<file path="src/rtl/mc_ctrl_pkg.sv">
// mc_ctrl_pkg: shared constants for the multicycle MIPS-lite control unit.
//   Opcode/funct values, datapath select codes (ALU, ALU source, register
//   write source/address, next-PC), FSM state encodings and the instruction
//   class enumeration produced by mc_ctrl_decode.
package mc_ctrl_pkg;

  // Opcodes (instr[31:26])
  localparam logic [5:0] OP_RTYPE = 6'b000000;
  localparam logic [5:0] OP_ORI   = 6'b001101;
  localparam logic [5:0] OP_LUI   = 6'b001111;
  localparam logic [5:0] OP_ADDI  = 6'b001000;
  localparam logic [5:0] OP_LW    = 6'b100011;
  localparam logic [5:0] OP_LB    = 6'b100000;
  localparam logic [5:0] OP_SW    = 6'b101011;
  localparam logic [5:0] OP_SB    = 6'b101000;
  localparam logic [5:0] OP_BEQ   = 6'b000100;
  localparam logic [5:0] OP_BGTZ  = 6'b000111;
  localparam logic [5:0] OP_J     = 6'b000010;
  localparam logic [5:0] OP_JAL   = 6'b000011;

  // R-type funct codes (instr[5:0])
  localparam logic [5:0] FN_ADDU = 6'b100001;
  localparam logic [5:0] FN_SUBU = 6'b100011;
  localparam logic [5:0] FN_SLT  = 6'b101010;
  localparam logic [5:0] FN_JR   = 6'b001000;
  localparam logic [5:0] FN_SRA  = 6'b000011;

  // ALU operation
  localparam logic [1:0] ALU_ADD = 2'd0;
  localparam logic [1:0] ALU_SUB = 2'd1;
  localparam logic [1:0] ALU_OR  = 2'd2;
  localparam logic [1:0] ALU_LUI = 2'd3;

  // ALU B operand source
  localparam logic ALU_SRC_REG = 1'b0;
  localparam logic ALU_SRC_EXT = 1'b1;

  // GPR write data source
  localparam logic [2:0] REG_WRITE_SRC_ALU  = 3'd0;
  localparam logic [2:0] REG_WRITE_SRC_MEM  = 3'd1;
  localparam logic [2:0] REG_WRITE_SRC_ZERO = 3'd2;
  localparam logic [2:0] REG_WRITE_SRC_ONE  = 3'd3;
  localparam logic [2:0] REG_WRITE_SRC_PC   = 3'd4;
  localparam logic [2:0] REG_WRITE_SRC_SRA  = 3'd5;

  // GPR write address select
  localparam logic [1:0] REG_WRITE_ADDR_RD       = 2'd0;
  localparam logic [1:0] REG_WRITE_ADDR_RT       = 2'd1;
  localparam logic [1:0] REG_WRITE_ADDR_OVERFLOW = 2'd2;
  localparam logic [1:0] REG_WRITE_ADDR_NPC      = 2'd3;

  // Next-PC select
  localparam logic [1:0] NPC_PC4    = 2'd0;
  localparam logic [1:0] NPC_BRANCH = 2'd1;
  localparam logic [1:0] NPC_JUMP   = 2'd2;
  localparam logic [1:0] NPC_RS     = 2'd3;

  // FSM state encodings
  localparam logic [3:0] ST_INIT   = 4'd0;
  localparam logic [3:0] ST_FETCH  = 4'd1;
  localparam logic [3:0] ST_DECODE = 4'd2;
  localparam logic [3:0] ST_EXEC   = 4'd3;
  localparam logic [3:0] ST_WB     = 4'd4;
  localparam logic [3:0] ST_MEM_RD = 4'd5;
  localparam logic [3:0] ST_MEM_WB = 4'd6;
  localparam logic [3:0] ST_MEM_WR = 4'd7;
  localparam logic [3:0] ST_BRANCH = 4'd8;
  localparam logic [3:0] ST_JUMP   = 4'd9;
  localparam logic [3:0] ST_HALT   = 4'd10;

  typedef enum logic [4:0] {
    CLS_NOP, CLS_ADDU, CLS_SUBU, CLS_ORI, CLS_LUI, CLS_SLT, CLS_ADDI, CLS_SRA,
    CLS_LW, CLS_LB, CLS_SW, CLS_SB, CLS_BEQ, CLS_BGTZ, CLS_J, CLS_JAL, CLS_JR
  } instr_cls_t;

  function automatic logic is_byte_op(input instr_cls_t cls);
    return (cls == CLS_LB) || (cls == CLS_SB);
  endfunction

endpackage

</file>
<file path="src/rtl/mc_ctrl_if.sv">
// mc_ctrl_if: control/status bundle between mc_ctrl and the multicycle
//   datapath.
//   datapath -> control : opcode, funct, zero, overflow, positive, signed_less
//   control -> datapath : alu_ctl, ext_op, alu_src, reg_src, reg_dst,
//                         reg_write, mem_write, mem_op, npc_sel, pc_write,
//                         rgs_ins_write, halted
//   modport master: the control unit; modport slave: the datapath.
interface mc_ctrl_if;
  logic [5:0] opcode;
  logic [5:0] funct;
  logic       zero;
  logic       overflow;
  logic       positive;
  logic       signed_less;

  logic [1:0] alu_ctl;
  logic       ext_op;
  logic       alu_src;
  logic [2:0] reg_src;
  logic [1:0] reg_dst;
  logic       reg_write;
  logic       mem_write;
  logic       mem_op;
  logic [1:0] npc_sel;
  logic       pc_write;
  logic       rgs_ins_write;
  logic       halted;

  modport master (
    input  opcode, funct, zero, overflow, positive, signed_less,
    output alu_ctl, ext_op, alu_src, reg_src, reg_dst, reg_write, mem_write,
           mem_op, npc_sel, pc_write, rgs_ins_write, halted
  );

  modport slave (
    output opcode, funct, zero, overflow, positive, signed_less,
    input  alu_ctl, ext_op, alu_src, reg_src, reg_dst, reg_write, mem_write,
           mem_op, npc_sel, pc_write, rgs_ins_write, halted
  );
endinterface

</file>
<file path="src/rtl/mc_ctrl_decode.sv">
// mc_ctrl_decode: combinational instruction classifier.
//   opcode, funct : in  instruction fields from the instruction register
//   cls           : out instruction class
//   illegal       : out 1 when opcode/funct is not a supported instruction
import mc_ctrl_pkg::*;

module mc_ctrl_decode (
  input  logic [5:0] opcode,
  input  logic [5:0] funct,
  output instr_cls_t cls,
  output logic       illegal
);
  always_comb begin
    cls = CLS_NOP;
    case (opcode)
      OP_RTYPE: begin
        case (funct)
          FN_ADDU: cls = CLS_ADDU;
          FN_SUBU: cls = CLS_SUBU;
          FN_SLT:  cls = CLS_SLT;
          FN_JR:   cls = CLS_JR;
          FN_SRA:  cls = CLS_SRA;
          default: cls = CLS_NOP;
        endcase
      end
      OP_ORI:  cls = CLS_ORI;
      OP_LUI:  cls = CLS_LUI;
      OP_ADDI: cls = CLS_ADDI;
      OP_LW:   cls = CLS_LW;
      OP_LB:   cls = CLS_LB;
      OP_SW:   cls = CLS_SW;
      OP_SB:   cls = CLS_SB;
      OP_BEQ:  cls = CLS_BEQ;
      OP_BGTZ: cls = CLS_BGTZ;
      OP_J:    cls = CLS_J;
      OP_JAL:  cls = CLS_JAL;
      default: cls = CLS_NOP;
    endcase
  end

  assign illegal = (cls == CLS_NOP);
endmodule

</file>
<file path="src/rtl/mc_ctrl.sv">
// mc_ctrl: multicycle MIPS-lite control unit (Moore FSM).
//   clk : in  rising-edge clock
//   rst : in  asynchronous active-low reset
//   bus : mc_ctrl_if.master, opcode/funct/flags in, datapath controls out
// Parameter MEM_WAIT (0..7): extra MEM_RD cycles before load writeback.
// Macro MC_CTRL_ILLEGAL_TRAP_EN: undecoded instructions enter a sticky HALT
//   (halted=1); otherwise they behave as a NOP and halted is tied 0.
import mc_ctrl_pkg::*;

module mc_ctrl #(
  parameter int unsigned MEM_WAIT = 0
) (
  input  logic       clk,
  input  logic       rst,
  mc_ctrl_if.master  bus
);
  logic [3:0] state, state_nxt;
  instr_cls_t cls_d, cls_q;
  logic       illegal;
  logic       ovf_q;
  logic [2:0] wait_cnt;
  logic       in_instr;

  mc_ctrl_decode u_decode (
    .opcode  (bus.opcode),
    .funct   (bus.funct),
    .cls     (cls_d),
    .illegal (illegal)
  );

  always_ff @(posedge clk or negedge rst) begin
    if (!rst) begin
      state    <= ST_INIT;
      cls_q    <= CLS_NOP;
      ovf_q    <= 1'b0;
      wait_cnt <= '0;
    end else begin
      state <= state_nxt;
      if (state == ST_DECODE) cls_q <= cls_d;
      if (state == ST_EXEC) begin
        if (cls_q == CLS_ADDI) ovf_q <= bus.overflow;
        wait_cnt <= 3'(MEM_WAIT);
      end else if (state == ST_MEM_RD && wait_cnt != '0) begin
        wait_cnt <= wait_cnt - 3'd1;
      end
    end
  end

  always_comb begin
    state_nxt = ST_INIT;
    case (state)
      ST_INIT:  state_nxt = ST_FETCH;
      ST_FETCH: state_nxt = ST_DECODE;
      ST_DECODE: begin
        if (illegal) begin
`ifdef MC_CTRL_ILLEGAL_TRAP_EN
          state_nxt = ST_HALT;
`else
          state_nxt = ST_FETCH;
`endif
        end else begin
          case (cls_d)
            CLS_BEQ, CLS_BGTZ:      state_nxt = ST_BRANCH;
            CLS_J, CLS_JAL, CLS_JR: state_nxt = ST_JUMP;
            default:                state_nxt = ST_EXEC;
          endcase
        end
      end
      ST_EXEC: begin
        case (cls_q)
          CLS_LW, CLS_LB: state_nxt = ST_MEM_RD;
          CLS_SW, CLS_SB: state_nxt = ST_MEM_WR;
          default:        state_nxt = ST_WB;
        endcase
      end
      ST_MEM_RD: state_nxt = (wait_cnt == '0) ? ST_MEM_WB : ST_MEM_RD;
      ST_WB, ST_MEM_WB, ST_MEM_WR, ST_BRANCH, ST_JUMP: state_nxt = ST_FETCH;
`ifdef MC_CTRL_ILLEGAL_TRAP_EN
      ST_HALT: state_nxt = ST_HALT;
`endif
      default: state_nxt = ST_INIT;
    endcase
  end

  // ALU/extend/byte selects are driven from cls_q across every post-decode
  // state so they stay constant until the instruction retires.
  assign in_instr = (state == ST_EXEC)   || (state == ST_WB)     ||
                    (state == ST_MEM_RD) || (state == ST_MEM_WB) ||
                    (state == ST_MEM_WR) || (state == ST_BRANCH) ||
                    (state == ST_JUMP);

  always_comb begin
    bus.alu_ctl       = ALU_ADD;
    bus.ext_op        = 1'b0;
    bus.alu_src       = ALU_SRC_REG;
    bus.reg_src       = REG_WRITE_SRC_ALU;
    bus.reg_dst       = REG_WRITE_ADDR_RD;
    bus.reg_write     = 1'b0;
    bus.mem_write     = 1'b0;
    bus.mem_op        = 1'b0;
    bus.npc_sel       = NPC_PC4;
    bus.pc_write      = 1'b0;
    bus.rgs_ins_write = 1'b0;
    bus.halted        = 1'b0;

    if (in_instr) begin
      bus.mem_op = is_byte_op(cls_q);
      case (cls_q)
        CLS_SUBU, CLS_SLT, CLS_BEQ, CLS_BGTZ: bus.alu_ctl = ALU_SUB;
        CLS_ORI: begin
          bus.alu_ctl = ALU_OR;
          bus.alu_src = ALU_SRC_EXT;
        end
        CLS_LUI: begin
          bus.alu_ctl = ALU_LUI;
          bus.alu_src = ALU_SRC_EXT;
        end
        CLS_ADDI, CLS_LW, CLS_LB, CLS_SW, CLS_SB: begin
          bus.ext_op  = 1'b1;
          bus.alu_src = ALU_SRC_EXT;
        end
        default: ;
      endcase
    end

    case (state)
      ST_FETCH: begin
        bus.rgs_ins_write = 1'b1;
        bus.pc_write      = 1'b1;
        bus.npc_sel       = NPC_PC4;
      end
      ST_WB: begin
        bus.reg_write = 1'b1;
        case (cls_q)
          CLS_ORI, CLS_LUI: bus.reg_dst = REG_WRITE_ADDR_RT;
          CLS_SLT: bus.reg_src = bus.signed_less ? REG_WRITE_SRC_ONE
                                                 : REG_WRITE_SRC_ZERO;
          CLS_ADDI: begin
            bus.reg_dst = ovf_q ? REG_WRITE_ADDR_OVERFLOW : REG_WRITE_ADDR_RT;
            bus.reg_src = ovf_q ? REG_WRITE_SRC_ONE : REG_WRITE_SRC_ALU;
          end
          CLS_SRA: bus.reg_src = REG_WRITE_SRC_SRA;
          default: ;
        endcase
      end
      ST_MEM_WB: begin
        bus.reg_write = 1'b1;
        bus.reg_src   = REG_WRITE_SRC_MEM;
        bus.reg_dst   = REG_WRITE_ADDR_RT;
      end
      ST_MEM_WR: bus.mem_write = 1'b1;
      ST_BRANCH: begin
        bus.npc_sel  = NPC_BRANCH;
        bus.pc_write = (cls_q == CLS_BEQ) ? bus.zero
                                          : (bus.positive & ~bus.zero);
      end
      ST_JUMP: begin
        bus.pc_write = 1'b1;
        case (cls_q)
          CLS_JR:  bus.npc_sel = NPC_RS;
          CLS_JAL: begin
            bus.npc_sel   = NPC_JUMP;
            bus.reg_write = 1'b1;
            bus.reg_dst   = REG_WRITE_ADDR_NPC;
            bus.reg_src   = REG_WRITE_SRC_PC;
          end
          default: bus.npc_sel = NPC_JUMP;
        endcase
      end
`ifdef MC_CTRL_ILLEGAL_TRAP_EN
      ST_HALT: bus.halted = 1'b1;
`endif
      default: ;
    endcase
  end
endmodule

</file>
<file path="src/flat_wrapper.sv">
// flat-port wrapper written by rule: the top's interface ports become plain ports
module mc_ctrl_flat 
#(
  parameter int unsigned MEM_WAIT = 0
)
  (clk, rst, bus_opcode, bus_funct, bus_zero, bus_overflow, bus_positive, bus_signed_less, bus_alu_ctl, bus_ext_op, bus_alu_src, bus_reg_src, bus_reg_dst, bus_reg_write, bus_mem_write, bus_mem_op, bus_npc_sel, bus_pc_write, bus_rgs_ins_write, bus_halted);
  mc_ctrl_if bus_i ();
  input  logic clk;
  input  logic rst;
  input wire logic [$bits(bus_i.opcode)-1:0] bus_opcode;
  input wire logic [$bits(bus_i.funct)-1:0] bus_funct;
  input wire logic [$bits(bus_i.zero)-1:0] bus_zero;
  input wire logic [$bits(bus_i.overflow)-1:0] bus_overflow;
  input wire logic [$bits(bus_i.positive)-1:0] bus_positive;
  input wire logic [$bits(bus_i.signed_less)-1:0] bus_signed_less;
  output wire logic [$bits(bus_i.alu_ctl)-1:0] bus_alu_ctl;
  output wire logic [$bits(bus_i.ext_op)-1:0] bus_ext_op;
  output wire logic [$bits(bus_i.alu_src)-1:0] bus_alu_src;
  output wire logic [$bits(bus_i.reg_src)-1:0] bus_reg_src;
  output wire logic [$bits(bus_i.reg_dst)-1:0] bus_reg_dst;
  output wire logic [$bits(bus_i.reg_write)-1:0] bus_reg_write;
  output wire logic [$bits(bus_i.mem_write)-1:0] bus_mem_write;
  output wire logic [$bits(bus_i.mem_op)-1:0] bus_mem_op;
  output wire logic [$bits(bus_i.npc_sel)-1:0] bus_npc_sel;
  output wire logic [$bits(bus_i.pc_write)-1:0] bus_pc_write;
  output wire logic [$bits(bus_i.rgs_ins_write)-1:0] bus_rgs_ins_write;
  output wire logic [$bits(bus_i.halted)-1:0] bus_halted;
  assign bus_i.opcode = bus_opcode;
  assign bus_i.funct = bus_funct;
  assign bus_i.zero = bus_zero;
  assign bus_i.overflow = bus_overflow;
  assign bus_i.positive = bus_positive;
  assign bus_i.signed_less = bus_signed_less;
  assign bus_alu_ctl = bus_i.alu_ctl;
  assign bus_ext_op = bus_i.ext_op;
  assign bus_alu_src = bus_i.alu_src;
  assign bus_reg_src = bus_i.reg_src;
  assign bus_reg_dst = bus_i.reg_dst;
  assign bus_reg_write = bus_i.reg_write;
  assign bus_mem_write = bus_i.mem_write;
  assign bus_mem_op = bus_i.mem_op;
  assign bus_npc_sel = bus_i.npc_sel;
  assign bus_pc_write = bus_i.pc_write;
  assign bus_rgs_ins_write = bus_i.rgs_ins_write;
  assign bus_halted = bus_i.halted;
  mc_ctrl #(.MEM_WAIT(MEM_WAIT)) u_core (.clk(clk), .rst(rst), .bus(bus_i));
endmodule
</file>
<file path="config.mk">
export PLATFORM = sky130hd
export DESIGN_NAME = mc_ctrl_flat
export DESIGN_NICKNAME = d
export VERILOG_FILES = /design/src/rtl/mc_ctrl_pkg.sv /design/src/rtl/mc_ctrl_if.sv /design/src/rtl/mc_ctrl_decode.sv /design/src/rtl/mc_ctrl.sv /design/src/flat_wrapper.sv
export SDC_FILE = /design/constraint.sdc
export NUM_CORES = 1
export LEC_CHECK = 0
export BUFFER_PORTS_ARGS = -buffer_cell sky130_fd_sc_hd__buf_2
export CAP_MARGIN = 25
export CORE_AREA = 2 2 49 55
export DETAILED_ROUTE_END_ITERATION = 16
export DIE_AREA = 0 0 51 57
export PLACE_DENSITY = 0.82
export SLEW_MARGIN = 20
export SYNTH_ARGS = -nofsm -noshare
export SYNTH_HDL_FRONTEND = slang
export SYNTH_SLANG_ARGS = --single-unit
export TNS_END_PERCENT = 50
</file>
<file path="constraint.sdc">
create_clock -name clk -period 4.9 [get_ports clk]
set_input_delay 0.98 -clock clk [delete_from_list [all_inputs] [get_ports clk]]
set_output_delay 0.98 -clock clk [all_outputs]
set_load 0.1 [all_outputs]
</file>
==> results.py <==
metrics = {
    "timing": {
        "rsz0062_at_grt": "false",
        "setup_viol": 0,
        "period_needed_ns": 3.31,
        "slew_headroom_pct": 51.7,
        "drv_slew": 0,
        "hold_violations": 0,
        "skew_ns": 0.00238,
        "worst_pin_slew_ns": 0.719,
        "finalCritPeriodShare_pct": 67.5,
        "fmax_ghz": 0.302,
        "fin_tns_setup_ns": 0,
        "setup_ws_ns": 1.59,
    },
    "power": {
        "seq_power_share_pct": 28.5,
        "switchingPower_w": 0.000432,
        "power_w": 0.000714,
        "combPwrFrac_pct": 62.8,
        "intPower_w": 0.000283,
        "netSwitchingFraction_pct": 60.4,
        "leakage_nw": 0.602,
        "power_density_nw_per_um2": 506,
        "peakVddDrop_v": 0.000435,
        "clkPwrFrac_pct": 8.7,
    },
    "yosys": {
        "synthArstFlopShare_pct": 100,
        "synthesis.nets": 187,
        "ys_ff_latch": 13,
        "synth_fa_ha_area_share_pct": 1.97,
        "synth_edf_count": 0,
        "synthesis.area_sq_um": 1270,
        "synthXorXnorAreaFrac_pct": 5.53,
        "ys_types": 52,
        "synth_top_area_share_pct": 25.7,
        "synth_mux_area_share_pct": 4.24,
        "synthTopCellsByArea": "dfrtp_1, nor2_1, a21oi_1",
        "synth_compound_area_share_pct": 19.4,
        "synthFlopType": "dfrtp_1",
        "synth_top_family_by_area": "simple AND/OR/NAND/NOR gates",
        "synth_cells": 167,
        "synth-simple-area-share_pct": 33.7,
        "ys_seq_area_share_pct": 25.7,
        "avgSynthCellArea_sq_um": 7.59,
        "netlist.top_cell.by_area": "dfrtp_1",
        "synth-warning-count": 0,
    },
    "grt": {
        "grt_usage_pct": 20.6,
        "grt_pass1_vias": 1118,
        "grt_max_degree": 15,
        "gr-total-overflow": 0,
        "grt_pass1_wl_mm": 4.68,
        "antenna_found_initial": 0,
    },
    "final_layout": {
        "layout_common_cells": "buf_2, nor2_1, a21oi_1, nand2_1, dfrtp_1",
        "postLayoutCellArea_sq_um": 1410,
        "final_common_cell": "buf_2",
        "area_growth_pct": 11.5,
        "drive_gt1_share_pct": 26.3,
        "nets": 211,
        "final_util_pct": 58.8,
        "n_antenna_cell": 0,
    },
    "floorplanning": {
        "dieWidth_um": 51,
        "io-pin-count": 35,
        "coreArea_sq_um": 2400,
        "dieArea_sq_um": 2910,
        "initial_utilization_pct": 52.8,
        "row_count": 19,
        "dieHeight_um": 57,
    },
    "route": {
        "via_count": 1292,
        "drt-total-wl_mm": 2.80,
        "first_iter_violations": 42,
        "viasPerCell": 5.85,
        "drt_first_pass_iters": 4,
        "drc": 0,
        "ant_nets": 0,
        "wl_per_cell_um": 12.7,
    },
    "worst_setup_path": {
        "cp-start-kind": "register",
        "end_kind": "output pin",
        "required_ns": 3.92,
        "worstSetupPathType": "register to output pin",
        "crit_fanout": 13,
        "crit_arrival_ns": 2.33,
    },
    "placement": {
        "gp_congestion": 0.869,
        "dp_hpwl_mm": 2.20,
        "pre_cts_ws_ns": 1.75,
        "io_buffers": 33,
        "placed_area_sq_um": 1390,
    },
    "cts": {
        "tritoncts": "yes",
        "cts_buffers": 3,
        "clockRootBuffer": "clkbuf_4",
        "worstSkewPairLatency_ns": 0.27,
        "clk_pin_slew_ns": 0.07,
        "post_cts_buffers": 0,
        "holdBufCountCts": 0,
        "cts.sinks": 13,
        "cts_resized": 0,
        "h-tree-depth": 1,
        "clockBufferDepth": 2,
    },
    "flow_run": {
        "maxCapViolations": 0,
    },
    "min_path": {
        "hold_class": "register to register",
    },
    "run_status": {
        "status": "completed",
    },
}
-- state kept, by name, summed over array words and instances, names as in the netlist --
signal and count:
u_core.wait_cnt 3, u_core.state 4, u_core.ovf_q 1, u_core.cls_q 5
-- stage by stage --
| step | hold WS, ns | cells |
|---|---|---|
| after global placement | 0.499 | 217 |
| after CTS | 0.534 | 221 |
| after floorplan | 0.480 | 167 |
| after detailed placement | 0.518 | 217 |
| after global routing | 0.577 | 221 |
| final | 0.529 | 221 |
-- cell type report --
class,instances,area [sq um]
inverter,7,26.3
clock buffer,4,26.3
multi-input combinational,133,831
fill,213,988
sequential,13,325
timing repair buffer,33,165
tap,31,38.8
-- kinds of logic after synthesis --
kind of cell / Yosys count
muxes: 5
adders and majority gates: 2
and+or+nand+nor: 77
xor gates and xnor gates: 8
other: 1
AOI/OAI and AO/OA: 40
DFF: 13
buffers and inverters: 21
-- layer usage --
metal	up-vias	part of all wire (%)	routed length, um	track usage [%]
met1	586	42	1180	24.7
met5	-	0	0	0
li1	645	-	-	-
met2	57	50	1400	37.8
met4	0	1.6	45	9.27
met3	4	6.0	168	0.785
-- final timing paths --
kind / startpoint / endpoint / slack (ns) / cells past startpoint
max in group asynchronous: rst / u_core.state[2]$_DFF_PN0_ / 4.11 / 1
max reg2reg: u_core.state[1]$_DFF_PN0_ / u_core.cls_q[2]$_DFFE_PN0P_ / 3.04 / 3
min in group asynchronous: rst / u_core.state[1]$_DFF_PN0_ / 0.58 / 1
min: u_core.wait_cnt[1]$_DFFE_PN0P_ / u_core.wait_cnt[1]$_DFFE_PN0P_ / 0.53 / 2
min reg2reg: u_core.wait_cnt[1]$_DFFE_PN0P_ / u_core.wait_cnt[1]$_DFFE_PN0P_ / 0.53 / 2
max: u_core.state[3]$_DFF_PN0_ / bus_reg_src[0] / 1.59 / 6
-- critical path, cell delays in order, from the launching register on --
cell	delay, ns
dfrtp_1	0.50
nand2b_1	0.22
or2_2	0.33
nor2_1	0.13
nand3_1	0.12
o32ai_1	0.29
buf_2	0.47
-- power groups by stage --
stage / Clock, W / Sequential, W / Combinational (W)
floorplan: 0 / 0.000150 / 0.000433
global placement: 0 / 0.000201 / 0.000436
detailed placement: 0 / 0.000205 / 0.000445
CTS: 0.0000651 / 0.000203 / 0.000447
global route: 0.0000725 / 0.000214 / 0.000478
finish: 0.0000618 / 0.000204 / 0.000449
-- cell usage after synthesis, types with 4 or more instances --
cell	number
o21ai_0	9
inv_1	7
nor3_1	9
dfrtp_1	13
a21oi_1	14
nand2_1	14
clkbuf_1	6
nand3_1	4
nand2b_1	6
nor2_1	20
xnor2_1	6
Note: power is estimated with default switching activity, not from simulation.
